--- src/rtl/hazard_pkg.sv ---
// hazard_pkg: shared types and encodings for the pipeline hazard unit
package hazard_pkg;
  typedef enum logic [1:0] {
    FWD_RF  = 2'b00,
    FWD_WB  = 2'b01,
    FWD_MEM = 2'b10
  } fwd_sel_t;
  localparam logic [1:0] RESULT_LOAD = 2'b01;
  typedef enum logic [1:0] {INIT, RUN, BUSY} hz_state_t;
endpackage

--- src/rtl/hazard_ctrl_sat_counter.sv ---
// sat_counter: clearable up-counter that sticks at all-ones
module sat_counter #(
  parameter int WIDTH = 16
) (
  input  logic             clk_i,
  input  logic             rst,
  input  logic             inc_i,
  input  logic             clr_i,
  output logic [WIDTH-1:0] cnt_o
);
  // clear wins over increment; increment is suppressed once saturated
  always_ff @(posedge clk_i)
    cnt_o <= (rst || clr_i) ? '0 : cnt_o + WIDTH'(inc_i && !(&cnt_o));
endmodule

--- src/rtl/hazard_ctrl.sv ---
// hazard_ctrl: forwarding, load-use/branch hazards, multi-cycle op sequencing and perf counters
module hazard_ctrl
  import hazard_pkg::*;
#(
  parameter int ADDR_WIDTH = 5,
  parameter int MC_LATENCY = 4,
  parameter int RST_FLUSH  = 2,
  parameter int CNT_WIDTH  = 16
) (
  input  logic                  clk_i,
  input  logic                  rst,
  input  logic [ADDR_WIDTH-1:0] rs1D_i,
  input  logic [ADDR_WIDTH-1:0] rs2D_i,
  input  logic [ADDR_WIDTH-1:0] rs1E_i,
  input  logic [ADDR_WIDTH-1:0] rs2E_i,
  input  logic [ADDR_WIDTH-1:0] rdE_i,
  input  logic [ADDR_WIDTH-1:0] rdM_i,
  input  logic [ADDR_WIDTH-1:0] rdW_i,
  input  logic                  reg_writeM_i,
  input  logic                  reg_writeW_i,
  input  logic [1:0]            result_srcE_i,
  input  logic                  pc_srcE_i,
  input  logic                  mc_startE_i,
  input  logic                  clr_cnt_i,
  output logic [1:0]            forward_aE_o,
  output logic [1:0]            forward_bE_o,
  output logic                  stallF_o,
  output logic                  stallD_o,
  output logic                  stallE_o,
  output logic                  flushD_o,
  output logic                  flushE_o,
  output logic                  flushM_o,
  output logic                  mc_done_o,
  output logic [CNT_WIDTH-1:0]  stall_cnt_o,
  output logic [CNT_WIDTH-1:0]  flush_cnt_o
);
  localparam int CMAX = (RST_FLUSH - 1 > MC_LATENCY - 2) ? RST_FLUSH - 1 : MC_LATENCY - 2;
  localparam int CW = CMAX > 0 ? $clog2(CMAX + 1) : 1;
  if (MC_LATENCY < 2) begin : g_bad_mc
    $error("hazard_ctrl: MC_LATENCY must be >= 2");
  end
  if (RST_FLUSH < 1) begin : g_bad_rf
    $error("hazard_ctrl: RST_FLUSH must be >= 1");
  end
  hz_state_t     state, state_n;
  logic [CW-1:0] cnt, cnt_n;
  logic          run, lw_stall, br_flush, mc_stall;
  function automatic fwd_sel_t fwd(input logic [ADDR_WIDTH-1:0] rs);
    return (reg_writeM_i && rdM_i != '0 && rdM_i == rs) ? FWD_MEM :
           (reg_writeW_i && rdW_i != '0 && rdW_i == rs) ? FWD_WB : FWD_RF;
  endfunction
  // one counter serves both the post-reset flush window and the multi-cycle countdown
  always_ff @(posedge clk_i)
    if (rst) begin
      state <= INIT;
      cnt   <= CW'(RST_FLUSH - 1);
    end else begin
      state <= state_n;
      cnt   <= cnt_n;
    end
  // hazard decode and next-state; everything except flushD/E is silenced during reset
  always_comb begin
    run          = !rst && state == RUN;
    lw_stall     = run && result_srcE_i == RESULT_LOAD && rdE_i != '0 &&
                   (rdE_i == rs1D_i || rdE_i == rs2D_i);
    br_flush     = run && pc_srcE_i;
    mc_stall     = (run && mc_startE_i) || (!rst && state == BUSY && cnt != '0);
    mc_done_o    = !rst && state == BUSY && cnt == '0;
    stallF_o     = lw_stall || mc_stall;
    stallD_o     = lw_stall || mc_stall;
    stallE_o     = mc_stall;
    flushM_o     = mc_stall;
    flushD_o     = rst || state == INIT || br_flush;
    flushE_o     = rst || state == INIT || br_flush || lw_stall;
    forward_aE_o = rst ? FWD_RF : fwd(rs1E_i);
    forward_bE_o = rst ? FWD_RF : fwd(rs2E_i);
    state_n      = state == INIT ? (cnt == '0 ? RUN : INIT) :
                   state == RUN  ? (mc_startE_i ? BUSY : RUN) :
                                   (cnt == '0 ? RUN : BUSY);
    cnt_n        = state == RUN ? CW'(MC_LATENCY - 2) : (cnt == '0 ? cnt : cnt - 1'b1);
  end
  sat_counter #(.WIDTH(CNT_WIDTH)) u_stall_cnt (
    .clk_i (clk_i),
    .rst   (rst),
    .inc_i (stallF_o),
    .clr_i (clr_cnt_i),
    .cnt_o (stall_cnt_o)
  );
  sat_counter #(.WIDTH(CNT_WIDTH)) u_flush_cnt (
    .clk_i (clk_i),
    .rst   (rst),
    .inc_i (br_flush),
    .clr_i (clr_cnt_i),
    .cnt_o (flush_cnt_o)
  );
endmodule

--- config.mk ---
export PLATFORM = sky130hd
export DESIGN_NAME = hazard_ctrl
export DESIGN_NICKNAME = d
export VERILOG_FILES = /design/src/rtl/hazard_pkg.sv /design/src/rtl/hazard_ctrl_sat_counter.sv /design/src/rtl/hazard_ctrl.sv
export SDC_FILE = /design/constraint.sdc
export NUM_CORES = 1
export LEC_CHECK = 0
export ABC_AREA = 1
export CAP_MARGIN = 20
export CORE_MARGIN = 10
export CORE_UTILIZATION = 40
export DETAILED_ROUTE_END_ITERATION = 6
export PLACE_DENSITY = 0.84
export SLEW_MARGIN = 5
export SYNTH_ARGS = -nofsm -noshare
export SYNTH_HDL_FRONTEND = slang
export SYNTH_SLANG_ARGS = --single-unit
--- constraint.sdc ---
create_clock -name clk_i -period 1.89 [get_ports clk_i]
set_input_delay 0.378 -clock clk_i [delete_from_list [all_inputs] [get_ports clk_i]]
set_output_delay 0.378 -clock clk_i [all_outputs]
set_load 0.05 [all_outputs]
==> results.yml, run 1 <==
power:
  internal-power_mw: 1.52
  comb_power_share: 0.344
  ir_drop_mv: 0.502
  power.density_nw_per_um2: 529
  p_leak_nw: 2.02
  p_clk_frac: 0.305
  seq_power_share: 0.351
  p_switching_mw: 0.768
  p_total_mw: 2.29
  switching_share: 0.335
critical_path:
  cp.required_ns: 1.51
  crit_fanout: 3
  critPathLaunchType: "register"
  max_stage_delay_ns: 0.35
  cpMaxStageDelayCell: "dfxtp_2"
  cp_cell_sequence: "inv_4 -> nand2_4 -> nor2_4 -> nand3b_1 -> nor2_2 -> nand2_2 -> buf_4 -> buf_6 -> nand2_4 -> buf_12"
  critPathKind: "reg2out"
  crit_top_cell: "nand2_4"
  cp_num_buf_inv: 4
  critPathTopFamily: "simple AND/OR/NAND/NOR gates"
  worstPathArrival_ns: 1.72
  end_kind: "output port"
placed_design:
  dpl_cell_area_um2: 3780
  port_buffers: 86
  hpwl_um: 6410
  dp_cells: 554
  place_congestion: 0.918
cts:
  clkTransAtPathRegs_ns: 0.07
  cts_buffers: 5
  cts_root_buf: "clkbuf_8"
  tritoncts: "built"
  clk_path_buf_depth: 2
  clkLatencyLatePin_ns: 0.30
  cts_sinks: 36
  cts_hold_buf: 0
  h-tree-depth: 2
floorplan:
  row_count: 27
  die_x_um: 96.1
  io-pin-count: 87
  fp.dieH_um: 96.1
  dieArea_um2: 9230
  initial_core_util: 0.415
  core_area_um2: 5570
cells_and_area:
  drive_above_1_share: 0.483
  final_area_um2: 4330
  multi_input_area_um2: 1730
  syn_to_final_growth_pct: 86.8
  antenna_cells: 0
  fin_util: 0.776
  fillers: 368
  regArea_um2: 801
  fin_nets: 549
  fin_cells: 573
drt:
  wl_per_cell_um: 18.3
  drt_wl_total_um: 10500
  drc_errors: 0
  ant_nets: 0
  dr_total_vias: 3055
  dr.first_iter.drc_count: 145
  drtPass1Iterations: 4
  via_per_inst: 5.33
sta:
  slew-limit-headroom: 0.660
  fin_tns_setup_ns: -3.44
  period_needed_ns: 2.10
  max_clock_freq_mhz: 476
  rsz0062_at_grt: "true"
  finalHoldViolCount: 0
  slew_violations: 0
  clock_skew_ns: 0.00486
  setup_viol: 28
  fin_crit_sh: 1.11
  tightest_slew_ns: 0.508
  worst_slack_ns: -0.212
global_route:
  grt_max_degree: 17
  antenna_found_initial: 0
  first_global_vias: 2926
  grt_use_total: 0.187
  grt_pass1_wl_um: 13600
  overflow: 0
flow_run:
  maxCapViolCount: 0
status:
  violations: "setup timing"
  outcome: "complete, but fails checks"
logic_synthesis:
  syn-cell-area_um2: 2320
  ys_ff_latch: 36
  syn_inst: 347
  syn_avg_cell_area_um2: 6.67
  yosys_warnings: 0
  syn-num-nets: 396
  yosysUniqueCellTypes: 32
  synth_seq_area_share: 0.311
min_path:
  min_path_type: "reg2reg"
[through the flow]
stage | hold slack (ns) | setup slack [ns]
after floorplan | 0.494 | -0.137
after global placement | 0.475 | -0.717
after detailed placement | 0.484 | -0.815
after CTS | 0.507 | -0.117
after global routing | 0.534 | -0.360
final | 0.518 | -0.212
[cell usage in the layout, fill, tap and decap left out, types with 6 or more instances in the layout]
| master | count |
|---|---|
| nand2_4 | 10 |
| dlygate4sd2_1 | 21 |
| clkdlybuf4s50_1 | 9 |
| nand2_2 | 9 |
| inv_1 | 48 |
| dfxtp_2 | 19 |
| nand4_1 | 6 |
| nor2_1 | 43 |
| buf_4 | 87 |
| xor2_1 | 16 |
| a21oi_1 | 12 |
| inv_2 | 10 |
| clkdlybuf4s15_1 | 8 |
| buf_6 | 7 |
| nand2_1 | 54 |
| o21ai_0 | 10 |
| buf_12 | 12 |
| nand3_1 | 10 |
| nor2_4 | 11 |
| nor2_2 | 8 |
| clkbuf_2 | 6 |
| xnor2_1 | 8 |
| dfxtp_4 | 15 |
[power by group through the flow]
stage	clock network, mW	logic (mW)	registers [mW]
floorplan	0	0.329	0.808
detailed placement	0	0.678	0.805
global placement	0	0.649	0.803
CTS	0.700	0.691	0.792
global route	0.727	0.826	0.804
finish	0.699	0.787	0.804
[synth_stat cells]
cell type / instances / area (um^2)
nor3b_2: 1 / 12.5
xnor2_1: 10 / 87.6
nor2_1: 55 / 206
nor2_2: 3 / 18.8
nor2_4: 4 / 45.0
xor2_1: 17 / 149
nand3_4: 1 / 17.5
nand2_2: 9 / 56.3
nor2_8: 1 / 20.0
dfxtp_1: 36 / 721
o21ai_0: 16 / 80.1
a31oi_1: 2 / 12.5
o21bai_2: 2 / 22.5
a21oi_1: 15 / 75.1
inv_2: 3 / 11.3
nand3_2: 1 / 10.0
inv_1: 57 / 214
buf_4: 2 / 15.0
nor3_1: 8 / 40.0
or2_2: 1 / 6.26
o21ai_1: 1 / 5.00
nand2_1: 64 / 240
ha_1: 5 / 62.6
o22ai_1: 1 / 6.26
nor2b_1: 1 / 6.26
buf_2: 3 / 15.0
o211ai_1: 1 / 7.51
o21a_1: 2 / 15.0
nand3_1: 16 / 80.1
nand3b_1: 1 / 7.51
nand4_1: 6 / 37.5
nor4_1: 2 / 12.5
[logic make-up after synthesis]
group / share of synthesized area
compound gates: 0.0967
xor+xnor: 0.102
fa+ha+maj: 0.0270
buf+inv: 0.110
flops: 0.311
simple gates: 0.353
[routing by layer]
metal,share of wire,routed length (um),vias to the layer above,GRT usage
met5,0,0,-,0
met4,0.049,512,0,0.0651
met3,0.081,849,48,0.0521
met2,0.51,5370,175,0.346
met1,0.36,3780,1444,0.195
li1,-,-,1388,-
[path summary, 6_finish.rpt]
| kind | from | endpoint | slack [ns] | depth (start not counted) |
|---|---|---|---|---|
| worst max-delay path | state[1]$_SDFF_PP0_ | stallF_o | -0.21 | 10 |
| worst min register to register | u_stall_cnt.cnt_o[8]$_SDFF_PP0_ | u_stall_cnt.cnt_o[8]$_SDFF_PP0_ | 0.52 | 2 |
| worst max register to register | state[1]$_SDFF_PP0_ | u_stall_cnt.cnt_o[15]$_SDFF_PP0_ | -0.21 | 17 |
| worst min-delay path | u_stall_cnt.cnt_o[8]$_SDFF_PP0_ | u_stall_cnt.cnt_o[8]$_SDFF_PP0_ | 0.52 | 2 |
[worst reg2reg max path, stage by stage, from the launching register on]
cell and delay [ns]:
dfxtp_2 0.35, inv_4 0.08, nand2_4 0.06, nor2_4 0.11, nand3b_1 0.11, nor2_2 0.14
nand2_2 0.10, a21oi_4 0.17, ha_4 0.19, nand2_2 0.05, nor2_2 0.09, nand2_2 0.09
nor2_4 0.13, nand2_4 0.08, nor2_4 0.10, nand2_1 0.06, nand2_1 0.06, nor2_1 0.04
[repair_timing]
item | CTS | global route
setup buffers | 6 | 5
gates resized for setup | 89 | 75
hold endpoints to repair | 0 | 0
setup endpoints to repair | 38 | 38
pin swaps | 50 | 31
[area by class of cell]
cell class	instances	area share
Clock buffer	5	0.0159
Tap cell	72	0.0208
Sequential cell	36	0.185
Clock inverter	3	0.00983
Timing Repair Buffer	151	0.315
Multi-Input combinational cell	246	0.401
Inverter	60	0.0532
[registers in the layout, summed over array words and instances, names as in the netlist]
register and count:
u_flush_cnt.cnt_o 16, u_stall_cnt.cnt_o 16, cnt 2, state 2
Power figures use the tool's default switching activity.
==> run 2: changes to the inputs <==
--- a/config.mk
+++ b/config.mk
@@ -9,6 +9,7 @@
 export CAP_MARGIN = 20
 export CORE_MARGIN = 10
 export CORE_UTILIZATION = 40
+export CTS_CLUSTER_SIZE = 8
 export DETAILED_ROUTE_END_ITERATION = 6
 export PLACE_DENSITY = 0.84
 export SLEW_MARGIN = 5
==> results of run 2 <==
No change in the layout: final DEF, timing and power equal those of run 1.
